===== config.mk =====
export PLATFORM = sky130hd
export DESIGN_NAME = lmac_tx_arb
export DESIGN_NICKNAME = d
export VERILOG_FILES = /design/src/rtl/lmac_pkg.sv /design/src/rtl/lmac_rr_pick.sv /design/src/rtl/lmac_tx_arb.sv
export SDC_FILE = /design/constraint.sdc
export NUM_CORES = 1
export LEC_CHECK = 0
export ABC_AREA = 0
export CAP_MARGIN = 20
export CORE_AREA = 2 2 513 515
export CTS_CLUSTER_SIZE = 28
export DETAILED_ROUTE_END_ITERATION = 16
export DIE_AREA = 0 0 515 517
export SETUP_SLACK_MARGIN = 0.2
export SYNTH_ARGS = -nofsm -noshare
export SYNTH_HDL_FRONTEND = slang
export SYNTH_SLANG_ARGS = --single-unit

===== constraint.sdc =====
create_clock -name clk -period 2.1 [get_ports clk]
set_input_delay 0.42 -clock clk [delete_from_list [all_inputs] [get_ports clk]]
set_output_delay 0.42 -clock clk [all_outputs]
set_load 0.05 [all_outputs]

===== src/rtl/lmac_pkg.sv =====
// Shared definitions for the LMAC TX arbitration path: widths, FSM states
// and the round-robin search helper.
package lmac_pkg;

    localparam int unsigned LMAC_DATA_W  = 256;
    localparam int unsigned LMAC_USEDW_W = 13;
    localparam int unsigned LMAC_MAX_REQ = 8;

    typedef enum logic {
        ST_IDLE = 1'b0,
        ST_BUSY = 1'b1
    } lmac_state_e;

    // First set bit of mask after 'last', wrapping modulo n; returns 'last' if mask is empty.
    function automatic logic [2:0] next_rr(
        input logic [LMAC_MAX_REQ-1:0] mask,
        input logic [2:0]              last,
        input int unsigned             n
    );
        logic        found;
        int unsigned idx;
        next_rr = last;
        found   = 1'b0;
        for (int unsigned k = 1; k <= LMAC_MAX_REQ; k++) begin
            idx = (32'(last) + k) % n;
            if (!found && (k <= n) && mask[idx[2:0]]) begin
                next_rr = idx[2:0];
                found   = 1'b1;
            end
        end
    endfunction

endpackage


===== src/rtl/lmac_rr_pick.sv =====
// Combinational round-robin picker: index of the first requester after the
// last granted one, plus an any-request flag.
module lmac_rr_pick
    import lmac_pkg::*;
#(
    parameter int unsigned NUM_REQ = 4
) (
    input  logic [NUM_REQ-1:0] i_req,
    input  logic [2:0]         i_last,
    output logic [2:0]         o_idx,
    output logic               o_any
);

    logic [LMAC_MAX_REQ-1:0] w_mask;

    always_comb begin
        w_mask              = '0;
        w_mask[NUM_REQ-1:0] = i_req;
        o_idx               = next_rr(w_mask, i_last, NUM_REQ);
        o_any               = |i_req;
    end

endmodule


===== src/rtl/lmac_tx_arb.sv =====
// Packet-granular round-robin arbiter sharing the LMAC TX FIFO write port
// between NUM_REQ host queues, with occupancy throttling and completion stats.
module lmac_tx_arb
    import lmac_pkg::*;
#(
    parameter int unsigned              NUM_REQ   = 4,
    parameter int unsigned              DATA_W    = LMAC_DATA_W,
    parameter logic [LMAC_USEDW_W-1:0]  AF_THRESH = 13'd8000,
    parameter int unsigned              LEN_W     = 10
) (
    input  logic                        clk,
    input  logic                        reset,
    input  logic                        tx_en,
    input  logic [NUM_REQ-1:0]          req_valid,
    input  logic [NUM_REQ*DATA_W-1:0]   req_data,
    input  logic [NUM_REQ-1:0]          req_eop,
    output logic [NUM_REQ-1:0]          req_ready,
    output logic                        tx_mac_wr,
    output logic [DATA_W-1:0]           tx_mac_data,
    input  logic                        tx_mac_full,
    input  logic [LMAC_USEDW_W-1:0]     tx_mac_usedw,
    output logic                        busy,
    output logic [2:0]                  grant_id,
    output logic                        pkt_done,
    output logic [LEN_W-1:0]            pkt_len
);

    lmac_state_e         r_state;
    lmac_state_e         w_state_nxt;
    logic [2:0]          r_grant_id;
    logic [2:0]          r_last_grant;
    logic [LEN_W-1:0]    r_count;
    logic                r_wr;
    logic [DATA_W-1:0]   r_data;
    logic                r_done;
    logic [LEN_W-1:0]    r_len;

    logic                w_stall;
    logic [2:0]          w_pick_idx;
    logic                w_pick_any;
    logic                w_grant;
    logic                w_accept;
    logic                w_sel_valid;
    logic                w_sel_eop;
    logic [DATA_W-1:0]   w_sel_data;
    logic [NUM_REQ-1:0]  w_ready;
    logic [LEN_W-1:0]    w_count_inc;

    assign w_stall     = tx_mac_full | (tx_mac_usedw >= AF_THRESH);
    assign w_count_inc = (&r_count) ? r_count : r_count + 1'b1;

    lmac_rr_pick #(
        .NUM_REQ (NUM_REQ)
    ) u_pick (
        .i_req  (req_valid),
        .i_last (r_last_grant),
        .o_idx  (w_pick_idx),
        .o_any  (w_pick_any)
    );

    // Mux the granted queue; ready depends only on state, grant and stall.
    always_comb begin
        w_sel_valid = 1'b0;
        w_sel_eop   = 1'b0;
        w_sel_data  = '0;
        w_ready     = '0;
        for (int unsigned i = 0; i < NUM_REQ; i++) begin
            if (r_grant_id == 3'(i)) begin
                w_sel_valid = req_valid[i];
                w_sel_eop   = req_eop[i];
                w_sel_data  = req_data[i*DATA_W +: DATA_W];
                w_ready[i]  = (r_state == ST_BUSY) & ~w_stall;
            end
        end
    end

    always_ff @(posedge clk) begin
        if (reset) begin
            r_state <= ST_IDLE;
        end else begin
            r_state <= w_state_nxt;
        end
    end

    always_comb begin
        w_state_nxt = r_state;
        w_grant     = 1'b0;
        w_accept    = 1'b0;
        case (r_state)
            ST_IDLE: begin
                if (tx_en && !w_stall && w_pick_any) begin
                    w_grant     = 1'b1;
                    w_state_nxt = ST_BUSY;
                end
            end
            ST_BUSY: begin
                w_accept = w_sel_valid & ~w_stall;
                if (w_accept && w_sel_eop) begin
                    w_state_nxt = ST_IDLE;
                end
            end
            default: w_state_nxt = ST_IDLE;
        endcase
    end

    always_ff @(posedge clk) begin
        if (reset) begin
            r_grant_id   <= '0;
            r_last_grant <= 3'(NUM_REQ - 1);
            r_count      <= '0;
            r_wr         <= 1'b0;
            r_data       <= '0;
            r_done       <= 1'b0;
            r_len        <= '0;
        end else begin
            r_wr   <= w_accept;
            r_done <= w_accept & w_sel_eop;
            if (w_grant) begin
                r_grant_id <= w_pick_idx;
                r_count    <= '0;
            end
            if (w_accept) begin
                r_data  <= w_sel_data;
                r_count <= w_count_inc;
                if (w_sel_eop) begin
                    r_len        <= w_count_inc;
                    r_last_grant <= r_grant_id;
                end
            end
        end
    end

    assign req_ready   = w_ready;
    assign tx_mac_wr   = r_wr;
    assign tx_mac_data = r_data;
    assign busy        = (r_state == ST_BUSY);
    assign grant_id    = r_grant_id;
    assign pkt_done    = r_done;
    assign pkt_len     = r_len;

endmodule


[Yosys cells after proc, flatten, opt, wreduce, memory -nomap -nowiden]
Index checks and enable logic that the tools add are counted.
Storage, ports and cells
  register bits: 285
  bits in latches: 0
  memory bits (writable): 0
  bits in read-only memories: 0
  logic and storage cells: 81
  memories kept: 0
Cells by class
  $add $sub $neg: 5
  $mul: 0
  divide/modulo/power cells: 0
  $lt $le $gt $ge: 5
  equality and inequality tests: 3
  shift-type cells: 0
  muxes and demuxes: 39
  bitwise logic cells: 6
  reduce and logical (&&, ||, !) cells: 15
Operators with widths (number)
  two-way mux 256 bit: 4
  two-way mux 10 bit: 3
  two-way mux 1 bit: 23
  less-than comparator 2 x 4 -> 1 bit (second input constant): 4
  greater-or-equal comparator 13 bit (second input constant): 1
  two-way mux 3 bit: 4
  adder 10 x 1 -> 10 bit (second input constant): 1
  AND reduction 10 bit: 1
  binary-select mux 1 bit (select 2 bit): 4
  == test 3 x 2 -> 1 bit (second input constant): 2
  logical AND 1 bit: 6
  adder 2 x 1 -> 2 bit (second input constant): 2
  adder 2 bit (second input constant): 2
  zero test 1 bit: 4
  OR reduction 4 bit: 1
  bitwise AND 1 bit: 3
  == test 3 x 1 -> 1 bit (second input constant): 1
  zero test 3 bit: 1
  inverter 1 bit: 2
  one-hot mux 1 bit (2 select lines): 1
  AND reduction 2 bit: 1
  nonzero test 2 bit: 1
  bitwise OR 1 bit: 1

[Depth between registers and ports, before layout]
  depth after elaboration: 13
  gate-level depth with buffers: 9

[Cells and area by module]
Synthesis repeated with hierarchy kept, for this count alone.
Unflattened totals
  cells, all modules: 1638
  area, all modules: 17574.4 um2
Modules (own cells, without submodules)
  lmac_tx_arb: times used 1, cells an instance 1612, area an instance 17410.4 um2, seq. area each 5705.5 um2
  lmac_rr_pick: times used 1, cells an instance 26, area an instance 163.9 um2, seq. area each 0.0 um2

[Worst setup path before layout]
Ideal clock, no wire load.
  kind: reg2out
  start: register r_grant_id[1] (netlist: grant_id[1])
  end: output port req_ready[2]
  data arrival time: 2483 ps
  required time: 1680 ps
  slack: -803 ps
  stages on the path, launching flop included: 6
  buffers on the path: 3
  cells stage by stage: dfxtp_1 > buf_2 > buf_2 > buf_2 > inv_1 > nor3_1
Between the ends
  word-level cells in the longest chain between the ends: 2
RTL lines
  from (decl): RTL line lmac_tx_arb.sv:30  | logic [2:0] r_grant_id;
  from (signal assigned): RTL line lmac_tx_arb.sv:119  | r_grant_id <= w_pick_idx;
  == test 3 x 2 -> 1 bit: RTL line lmac_tx_arb.sv:68  | if (r_grant_id == 3'(i)) begin
  two-way mux 1 bit: RTL line lmac_tx_arb.sv:68
  to (decl): RTL line lmac_tx_arb.sv:17  | output logic [NUM_REQ-1:0] req_ready,
Every way passes these cells.

[Final worst setup path]
  start: input port tx_mac_usedw[8]
  end: output port req_ready[2]
Between the ends
  word-level cells in the longest chain between the ends: 5
RTL lines
  from (decl): RTL line lmac_tx_arb.sv:21  | input logic [LMAC_USEDW_W-1:0] tx_mac_usedw,
  greater-or-equal comparator 13 bit: RTL line lmac_tx_arb.sv:49  | assign w_stall = tx_mac_full | (tx_mac_usedw >= AF_THRESH);
  bitwise OR 1 bit: RTL line lmac_tx_arb.sv:49
  inverter 1 bit: RTL line lmac_tx_arb.sv:72  | w_ready[i] = (r_state == ST_BUSY) & ~w_stall;
  bitwise AND 1 bit: RTL line lmac_tx_arb.sv:72
  two-way mux 1 bit: RTL line lmac_tx_arb.sv:68
Every way passes these cells.

==> key figures <==
Run status
  – Status: complete, but fails checks
  – Failing checks: negative setup slack

Timing
  – Final worst slack: -0.259 ns
  – Final min period: 2.36 ns
  – Fin. max-slew vios: 0
  – Actual slew at the worst max-slew pin: 0.978 ns
  – RSZ-0062 raised after global routing: true
  – Final hold vios: 0
  – Hold_ws: approximately 0.16 ns
  – Worst-case clock skew: 0.0411 ns
  – Fin crit share: 112%
  – Finish-stage setup viols: roughly 240
  – Setup TNS: -14.92 ns
  – Relative slew margins: 34.8%
  – Peak Freq: between 400 and 500 MHz

Yosys
  – Synth top area cells: mux4_2, dfxtp_1, nand3b_1, a21oi_1, nand2_1
  – Most common flop cell mapped by yosys: dfxtp_1
  – Unique masters post-synth: between 40 and 50
  – Mapped Area: 17300 um2
  – Yosys top cell area share: about 33%
  – Avg Inst Size Synth: 10.6 um2
  – Post-synthesis sequential area ratio: 32.8%
  – Area leader, netlist: mux4_2
  – Synthesis Warnings: 0
  – Number of synthesized flops with an enable pin: 0
  – Synth Instances: 1628
  – Synthesized Nets: 2678
  – Synthesis-stage register bit count: roughly 280
  – Post-synthesis async set-or-reset flop share: 0%

Setup path
  – Worst flop-to-flop path endpoint: pkt_len[4]
  – Worst R2R Setup Slack: -0.16 ns
  – Crit path to: req_ready[2]
  – R2R depth: 10
  – Critical path class: input port to primary output
  – Worst setup SP type: input port
  – Critical Path Most Common Cell: buf_12
  – Crit path required time: 1.68 ns
  – Critical path arrival: roughly 1.9 ns
  – Setup crit end kind: primary output
  – Crit. Startpoint: tx_mac_usedw[8]
  – CP peak stage delay: 0.47 ns
  – Reg-to-Reg Start: grant_id[1]
  – CP Cell Sequence: clkdlybuf4s50_1, nand4_1, buf_4, o21ai_4, buf_12, nor3_4, buf_12
  – CP max stage cell: clkdlybuf4s50_1
  – Critical path fanouts, max: 4

Min path
  – Hold path cells: 2
  – Worst hold path class: input port to flop

CTS
  – # clock sinks: 284
  – Clk Latency, worst-skew pair: 0.68 ns
  – Clock root cell: clkbuf_16
  – CTS clk-pin slew, worst paths: approximately 0.060 ns
  – Clock Path Buffers: 3
  – TritonCTS buffer count: 43
  – CTS tree: yes
  – H-tree depth: 2

Floorplanning
  – Die Wd: 515 um
  – Die ar.: ~270000 um2
  – Starting Density: ~6.6%
  – Std cell rows: 188
  – Die Span Y: 517 um
  – Top Ports: 1325
  – Core Region: 261000 um2

Pwr
  – Leak pwr: 0.0134 uW
  – Pwr dens: 478 nW/um2
  – Maximum VDD drop: 0.500 mV
  – Pwr Total: 20000 uW

Layout
  – Most common cell after layout, fill and taps aside: clkdlybuf4s50_1
  – Nets@finish: slightly above 4000
  – Design area: 41900 um2
  – Area Overhead vs Synth: 142%
  – Commonest non-fill, non-tap cells in the layout: clkdlybuf4s50_1, dfxtp_1, buf_4, mux4_2, nand3b_1
  – Share of cells above drive strength 1: 40.7%

Drt
  – Total number of vias: about 24000
  – Detailed-route DRC error count: 0
  – WL final: 249000 um
  – Drt wl/cell: 37.4 um
  – Via/cell ratio: ~3.6
  – Remaining antenna violation count: 0
  – DR pass1 iterations: 5
  – DR iter-0 viols: around 2000

Placement
  – DP HPWL: 209000 um
  – Place WS: -0.621 ns
  – # port buffers: 1318
  – Placed cell area: 35100 um2
  – RD Place Congestion: 1.15

GRT
  – First-pass GRT wire length: 284000 um
  – GRT Overall Usage: roughly 17%
  – Pin count of the biggest net entering global routing: ~150
  – Vias in the first global route: 22245
  – Antenna violations before repair: 393
  – Total gr overflow: 0

Run
  – Total of max-cap violations: 0
[cell usage after synthesis (2+ instances only)]
library cell,n
a22o_1,2
a31oi_1,2
inv_1,4
xnor2_1,2
clkbuf_1,67
buf_4,3
nor2_1,17
nor3_1,11
buf_6,3
dfxtp_1,284
nand3b_1,256
buf_2,111
and4_1,2
nor2b_1,2
and3_1,2
nand4_1,3
a311oi_1,2
or2_1,2
o21ai_0,6
nand2_1,269
nand3_1,10
mux2i_1,10
mux2_2,2
nand2b_1,6
mux4_2,257
a41oi_1,2
a21oi_1,269
[kinds of logic after synthesis]
| kind of cell | synth area share (%) |
|---|---|
| compound gates | 8.85 |
| xor+xnor | 0.101 |
| simple gates | 19.0 |
| fa+ha+maj | 0.0722 |
| mux | 34.1 |
| buf+inv | 5.07 |
| flops | 32.8 |
[final cells by class]
type | count | area [um2]
Tap cell | 3420 | 4280
Multi-Input combinational cell | 1156 | 12700
Timing Repair Buffer | 1584 | 17300
Inverter | 4 | 15.0
Sequential cell | 284 | 5700
Clock inverter | 29 | 452
Clock buffer | 49 | 1140
Fill cell | 28747 | 219000
Antenna cell | 121 | 303
[worst min-delay path by stage]
stage / startpoint / end / slack (ns)
4_1_cts: reset / pkt_len[8] / 0.05
5_1_grt: reset / r_count[2] / 0.13
6_report: reset / pkt_len[8] / 0.16
2_1_floorplan: r_count[5] / r_count[5] / 0.49
3_3_place_gp: tx_mac_data[210] / tx_mac_data[210] / 0.44
3_5_place_dp: tx_mac_data[240] / tx_mac_data[240] / 0.44
[worst max-delay path: cells and delay by family]
family          cells  cell delay, ns
compound gates      1            0.20
buf+inv             4            1.03
simple gates        2            0.25
[where the power goes]
part	switching [uW]	leakage (uW)	total (uW)	internal, uW
registers	112	0.00230	5620	5510
clock network	3480	0.000763	8550	5070
logic	2470	0.0103	5860	3390
[per-stage QoR]
step | util (%) | instances
floorplan | - | 1628
global placement | 13.5 | 6306
detailed placement | 13.5 | 6306
CTS | 14.8 | 6473
global route | 16.0 | 6591
finish | 16.0 | 6647
[sequential cells by signal, summed over array words and instances, names as in the netlist]
signal / count
tx_mac_data: 256
pkt_len: 10
r_count: 10
grant_id: 3
r_last_grant: 2
busy: 1
pkt_done: 1
tx_mac_wr: 1
[per-layer routing]
metal	track usage, %	vias up	routed length [um]	part of all wire [%]
met3	11.0	875	38500	15
met4	11.4	202	21500	8.6
met1	17.0	11421	80200	32
li1	-	9281	-	-
met2	26.6	2115	107000	43
met5	0.0180	-	1350	0.54
[repair_timing]
action,4_1_cts,5_1_grt
hold endpoints to repair,0,0
hold buffers,0,0
pin swaps,89,270
resized for setup,374,545
gates cloned,30,26
setup buffers,59,27
setup endpoints to repair,329,293
Note: power is estimated with default switching activity, not from simulation.
